**src/rtl/mmu_feeder.sv**
```systemverilog
`default_nettype none
// ============================================================================
//  Module      : mmu_feeder
//  Description : Operand feeder and result drain for the 2x2 output-stationary
//                systolic MMU. Latches A and B on start, drives the skewed
//                row/column operands into the array, captures and saturates
//                the four accumulators, then serialises them to the host over
//                a valid/ready handshake.
//  Revision    : 1.0 - initial release
// ============================================================================
module mmu_feeder #(
    parameter int DATA_W = 8,
    parameter int ACC_W  = 17,
    parameter int OUT_W  = 8
) (
    input  logic                clk,
    input  logic                rst_n,
    input  logic                start,
    input  logic [4*DATA_W-1:0] mat_a,
    input  logic [4*DATA_W-1:0] mat_b,
    output logic                clear_acc,
    output logic [DATA_W-1:0]   a_row0,
    output logic [DATA_W-1:0]   a_row1,
    output logic [DATA_W-1:0]   b_col0,
    output logic [DATA_W-1:0]   b_col1,
    input  logic [ACC_W-1:0]    c00,
    input  logic [ACC_W-1:0]    c01,
    input  logic [ACC_W-1:0]    c10,
    input  logic [ACC_W-1:0]    c11,
    output logic [OUT_W-1:0]    out_data,
    output logic                out_valid,
    input  logic                out_ready,
    output logic                busy,
    output logic                done
);

    // Controller states; every state other than S_IDLE reports busy.
    typedef enum logic [1:0] {
        S_IDLE  = 2'd0,
        S_FEED  = 2'd1,
        S_DRAIN = 2'd2,
        S_OUT   = 2'd3
    } state_t;

    // Cycle counter landmarks: feeding occupies cnt 0..2, draining cnt 3..4.
    localparam logic [2:0] C_FEED_LAST  = 3'd2;
    localparam logic [2:0] C_DRAIN_LAST = 3'd4;
    localparam logic [1:0] C_IDX_LAST   = 2'd3;

    // Saturation bounds expressed at accumulator width for a signed compare.
    localparam logic signed [ACC_W-1:0] C_SAT_HI =
        {{(ACC_W-OUT_W+1){1'b0}}, {(OUT_W-1){1'b1}}};
    localparam logic signed [ACC_W-1:0] C_SAT_LO =
        {{(ACC_W-OUT_W+1){1'b1}}, {(OUT_W-1){1'b0}}};
    localparam logic [OUT_W-1:0] C_OUT_MAX = {1'b0, {(OUT_W-1){1'b1}}};
    localparam logic [OUT_W-1:0] C_OUT_MIN = {1'b1, {(OUT_W-1){1'b0}}};

    state_t                r_state;
    logic [2:0]            r_cnt;
    logic [1:0]            r_idx;
    logic [4*DATA_W-1:0]   r_mat_a;
    logic [4*DATA_W-1:0]   r_mat_b;
    logic [OUT_W-1:0]      r_res [4];
    logic [OUT_W-1:0]      r_out_data;
    logic                  r_out_valid;
    logic                  r_done;

    logic [DATA_W-1:0]     w_a00, w_a01, w_a10, w_a11;
    logic [DATA_W-1:0]     w_b00, w_b01, w_b10, w_b11;
    logic [1:0]            w_idx_next;
    logic                  w_accept;

    // Clamp a signed accumulator value into the signed host output range.
    function automatic logic [OUT_W-1:0] f_sat(input logic [ACC_W-1:0] x);
        logic signed [ACC_W-1:0] v;
        v = $signed(x);
        if (v > C_SAT_HI) begin
            f_sat = C_OUT_MAX;
        end else if (v < C_SAT_LO) begin
            f_sat = C_OUT_MIN;
        end else begin
            f_sat = x[OUT_W-1:0];
        end
    endfunction

    // Element views of the latched operands; element 00 sits in the LSBs.
    assign w_a00 = r_mat_a[0*DATA_W +: DATA_W];
    assign w_a01 = r_mat_a[1*DATA_W +: DATA_W];
    assign w_a10 = r_mat_a[2*DATA_W +: DATA_W];
    assign w_a11 = r_mat_a[3*DATA_W +: DATA_W];
    assign w_b00 = r_mat_b[0*DATA_W +: DATA_W];
    assign w_b01 = r_mat_b[1*DATA_W +: DATA_W];
    assign w_b10 = r_mat_b[2*DATA_W +: DATA_W];
    assign w_b11 = r_mat_b[3*DATA_W +: DATA_W];

    assign w_idx_next = r_idx + 2'd1;
    assign w_accept   = r_out_valid && out_ready;

    assign busy      = (r_state != S_IDLE);
    assign out_data  = r_out_data;
    assign out_valid = r_out_valid;
    assign done      = r_done;

    // Skewed operand schedule: row 1 / column 1 lag row 0 / column 0 by one
    // cycle so that each PE sees matching a/b pairs; the accumulator clear is
    // issued in the same cycle a start is accepted.
    always_comb begin
        clear_acc = 1'b0;
        a_row0    = '0;
        a_row1    = '0;
        b_col0    = '0;
        b_col1    = '0;
        if (r_state == S_IDLE) begin
            clear_acc = start;
        end
        if (r_state == S_FEED) begin
            case (r_cnt)
                3'd0: begin
                    a_row0 = w_a00;
                    b_col0 = w_b00;
                end
                3'd1: begin
                    a_row0 = w_a01;
                    a_row1 = w_a10;
                    b_col0 = w_b10;
                    b_col1 = w_b01;
                end
                3'd2: begin
                    a_row1 = w_a11;
                    b_col1 = w_b11;
                end
                default: begin
                    a_row0 = '0;
                end
            endcase
        end
    end

    // Sequencer: latch operands, walk feed and drain cycles, capture the
    // saturated results and hand them out one per accepted transfer.
    always_ff @(posedge clk or negedge rst_n) begin
        if (!rst_n) begin
            r_state     <= S_IDLE;
            r_cnt       <= 3'd0;
            r_idx       <= 2'd0;
            r_mat_a     <= '0;
            r_mat_b     <= '0;
            r_out_data  <= '0;
            r_out_valid <= 1'b0;
            r_done      <= 1'b0;
            for (int i = 0; i < 4; i++) begin
                r_res[i] <= '0;
            end
        end else begin
            r_done <= 1'b0;
            case (r_state)
                S_IDLE: begin
                    if (start) begin
                        r_mat_a <= mat_a;
                        r_mat_b <= mat_b;
                        r_cnt   <= 3'd0;
                        r_state <= S_FEED;
                    end
                end
                S_FEED: begin
                    r_cnt <= r_cnt + 3'd1;
                    if (r_cnt == C_FEED_LAST) begin
                        r_state <= S_DRAIN;
                    end
                end
                S_DRAIN: begin
                    if (r_cnt == C_DRAIN_LAST) begin
                        // c11 settles last; all four accumulators are final here.
                        r_res[0]    <= f_sat(c00);
                        r_res[1]    <= f_sat(c01);
                        r_res[2]    <= f_sat(c10);
                        r_res[3]    <= f_sat(c11);
                        r_out_data  <= f_sat(c00);
                        r_out_valid <= 1'b1;
                        r_idx       <= 2'd0;
                        r_cnt       <= 3'd0;
                        r_state     <= S_OUT;
                    end else begin
                        r_cnt <= r_cnt + 3'd1;
                    end
                end
                S_OUT: begin
                    if (w_accept) begin
                        if (r_idx == C_IDX_LAST) begin
                            r_out_valid <= 1'b0;
                            r_done      <= 1'b1;
                            r_idx       <= 2'd0;
                            r_state     <= S_IDLE;
                        end else begin
                            r_idx      <= w_idx_next;
                            r_out_data <= r_res[w_idx_next];
                        end
                    end
                end
                default: begin
                    r_state <= S_IDLE;
                end
            endcase
        end
    end

endmodule
`default_nettype wire

```
**config.mk**
```make
export PLATFORM = sky130hd
export DESIGN_NAME = mmu_feeder
export DESIGN_NICKNAME = d
export VERILOG_FILES = /design/src/rtl/mmu_feeder.sv
export SDC_FILE = /design/constraint.sdc
export NUM_CORES = 1
export LEC_CHECK = 0
export CAP_MARGIN = 25
export CORE_MARGIN = 2
export CORE_UTILIZATION = 47
export DETAILED_ROUTE_END_ITERATION = 8
export PLACE_DENSITY = 0.8
export SYNTH_ARGS = -nofsm -noshare
export SYNTH_HDL_FRONTEND = slang
export SYNTH_SLANG_ARGS = --single-unit
```
**constraint.sdc**
```tcl
create_clock -name clk -period 2.5 [get_ports clk]
set_input_delay 0.625 -clock clk [delete_from_list [all_inputs] [get_ports clk]]
set_output_delay 0.625 -clock clk [all_outputs]
set_load 0.02 [all_outputs]
```
==> key figures <==
Route
  – WL/cell: 19.2 µm
  – Via Count: between 4000 and 5000
  – Overall routed net length: 16.5 mm
  – 1st-iter DRT viols: 415
  – Vias per inst: 5.65
  – Final ANT Viol Nets: 0
  – Drt first pass iters: 7
  – Drt drc: 6

Global route
  – GR peak layer: met2
  – Largest net degree at the start of global routing: 65
  – GR Util met1: 30.8%
  – Initial antenna violation count: 0
  – Total congestion overflow: 0
  – Met2 GRT Util: 45.5%
  – Vias in the first global route: 5202
  – Met3 usage: between 7 and 8%
  – First-pass GRT wire length: 26.2 mm
  – Tot GR Track Use: 26.6%

Cells and area
  – Layout cell share with drive strength beyond 1: 26.6%
  – Syn-to-layout area delta: 49.8%
  – Most used cells in the layout excluding fill and tap cells: 144 x clkdlybuf4s50_1, 113 x dfrtp_1, 64 x mux2_2
  – Post-layout utilization of the core: 72.5%
  – FILL cells: 832
  – Most common library cell in the layout ignoring fill and taps: clkdlybuf4s50_1
  – Nets: between 800 and 900
  – ANT cells: 0

Setup path
  – Critical path's largest stage delay: around 390 ps
  – Worst Path Class, Setup: reg -> out
  – R2r worst-path depth: 6
  – Data arrival, critical path: just under 2000 ps
  – Critical path origin: r_cnt[0]
  – Critical Path RT: 1880 ps
  – Reg-to-reg endpoint: r_res[14]
  – Setup crit start kind: flop
  – CP Cell Sequence: buf_6, ha_4, nor2b_4, buf_12, buf_16, a22oi_1, nor2b_1, buf_4
  – R2R Setup Slk: 360 ps
  – CP endpoint: a_row0[7]
  – Critical Path Sink Type: output pin
  – FF-to-FF Start: r_state[0]
  – Slowest-stage cell, CP: dfrtp_1
  – Largest fanout on the critical path: 6

Floorplanning
  – Die W: about 110 µm
  – Row count: 39
  – Die height: 113 µm
  – Initial Utilization: 48.4%
  – Die area: around 13000 µm²
  – Core area: between 10000 and 15000 µm²
  – I/O pins: 180

Min path
  – Hold Crit Class: in -> async

Synth
  – Yosys top cell by area: dfrtp_1
  – Syn Nets: 650
  – Top cell type's share of synthesized area: between 50% and 60%
  – Yosys reg bits: 113
  – Mapped Cells: 503
  – Share of the yosys chip area belonging to registers: roughly half
  – Mapped cell area: between 5000 and 6000 µm²
  – Synthesis Warnings: 0
  – Syn Area/Cell: 11.1 µm²
  – Largest cells by area after synthesis: dfrtp_1 51%, mux2_2 13%, a22oi_1 4.3%, nor2b_1 4.0%, nand2_1 3.4%
  – Synth cell types: 38

STA
  – Final Hold Viols: 0
  – Slew at the pin with the worst max-slew slack: ~800 ps
  – Crit share post-route: 102%
  – RSZ-0062 raised after global routing: yes
  – Final Skew: roughly 7.3 ps
  – Final Slew Violations: 0
  – Worst slew margin: 46.7%
  – Crit path time final: 2550 ps
  – Fmax: 0.392 GHz
  – Final setup viols: 12
  – Worst setup margin: -54.2 ps

Power
  – Static Leak: between 0.003 and 0.004 µW
  – Overall power: 9540 µW
  – P per Cell Area: 1140 nW/µm²
  – Worst VDD drop: 0.711 mV

Clock tree
  – Clk Latency, worst-skew pair: 420 ps
  – Clock Root Buffer: clkbuf_16
  – Clock Tree Buf Depth: 2
  – CTS buffer count: 17
  – Worst-path clk slew: 50 ps
  – TritonCTS clock tree: built
  – CTS H-Tree Depth: 4
  – Clk sinks: 113

Placement
  – Placer Congestion: between 0.8 and 0.9
  – Dpl ws: -97.7 ps
  – Detailed Place HPWL: 11.6 mm
  – Buffers on Ports: 179

Job
  – MaxCap Viol Count: 0

Run status
  – Failing checks: DRC, setup timing
  – Status: finished with violations
[cells in the mapped netlist (all sizes together)]
cell,count
o22ai,1
and3,1
and2,1
nor2b,36
o21ai,32
a22o,1
nor4,5
o41ai,7
mux2i,3
o2bb2ai,8
dfrtp,113
ha,11
a21oi,23
a22oi,32
nand4,4
buf,12
o2111ai,1
nand3,6
mux2,65
a21boi,1
a32o,2
mux4,8
nor2,32
a2111oi,1
o31ai,4
a32oi,1
o211ai,2
a31oi,3
inv,15
nor3,4
nand2b,3
nand2,50
clkbuf,15
[kinds of logic (layout without fill, tap and decap cells)]
| logic type | Yosys count | after routing | synth area share, % |
|---|---|---|---|
| adder cells (fa/ha/maj) | 11 | 11 | 2.47 |
| flip-flops | 113 | 113 | 50.7 |
| AND/OR/NAND/NOR | 142 | 142 | 12.1 |
| AO/OA/AOI/OAI | 119 | 119 | 14.6 |
| multiplexers | 76 | 76 | 17.0 |
| buffers and inverters | 42 | 256 | 3.10 |
[flip-flops by register name, indices dropped and copies added (netlist names)]
name and flops:
done 1, r_idx 2, r_mat_a 32, r_state 2, out_valid 1, r_mat_b 32, r_res 32, out_data 8
r_cnt 3
[worst min-delay path by stage]
stage                      to  cells past startpoint  startpoint
floorplan                done                      0       rst_n
global placement    r_res[31]                      2   r_res[31]
detailed placement  r_res[23]                      2   r_res[23]
CTS                  r_cnt[0]                      1       rst_n
global route         r_res[9]                      1       rst_n
finish               r_res[7]                      1       rst_n
[stage by stage]
stage | std cells | hold slack [ps] | instance area (µm²) | TNS, ps
after CTS | 859 | 135 | 8280 | -658
after floorplan | 503 | 329 | 5580 | 0
after global routing | 860 | 160 | 8350 | -2380
final | 860 | 136 | 8350 | -275
after detailed placement | 823 | 467 | 7670 | -718
after global placement | 823 | 458 | 7670 | -5.58
[power by group]
part / leakage (µW) / switching, µW / total [µW] / internal [µW]
clock: 0.000283 / 833 / 2360 / 1520
combinational: 0.00195 / 1920 / 4050 / 2130
sequential: 0.00133 / 509 / 3130 / 2630
total: 0.00357 / 3270 / 9540 / 6280
[layer usage]
metal  wire (µm)  vias up
met5           0        -
met4         478        0
met3         954       44
met2        8660      152
met1        6430     2429
li1            -     2230
[worst max-delay path, delay by kind of cell (launching register included)]
family          cells  cell delay [ps]
simple gates        2              210
buf+inv             4              580
compound gates      1              190
fa+ha+maj           1              140
flops               1              390
[repair_timing]
item                       in CTS  in global routing
cloned                          3                  0
setup buffers                   2                  1
setup endpoints to repair      34                 32
hold endpoints to repair        0                  0
resized for setup             158                 26
hold buffers                    0                  0
pin swaps                       4                  3
[final cells by class]
type	instances	area, µm²	share of cell area, %
Tap cell	143	179	2.14
Clock buffer	20	467	5.59
Inverter	15	56.3	0.674
Multi-Input combinational cell	348	2670	31.9
Sequential cell	113	2830	33.9
Clock inverter	11	113	1.35
Timing Repair Buffer	210	2040	24.5
No activity file was read; power rests on OpenSTA's default activity.
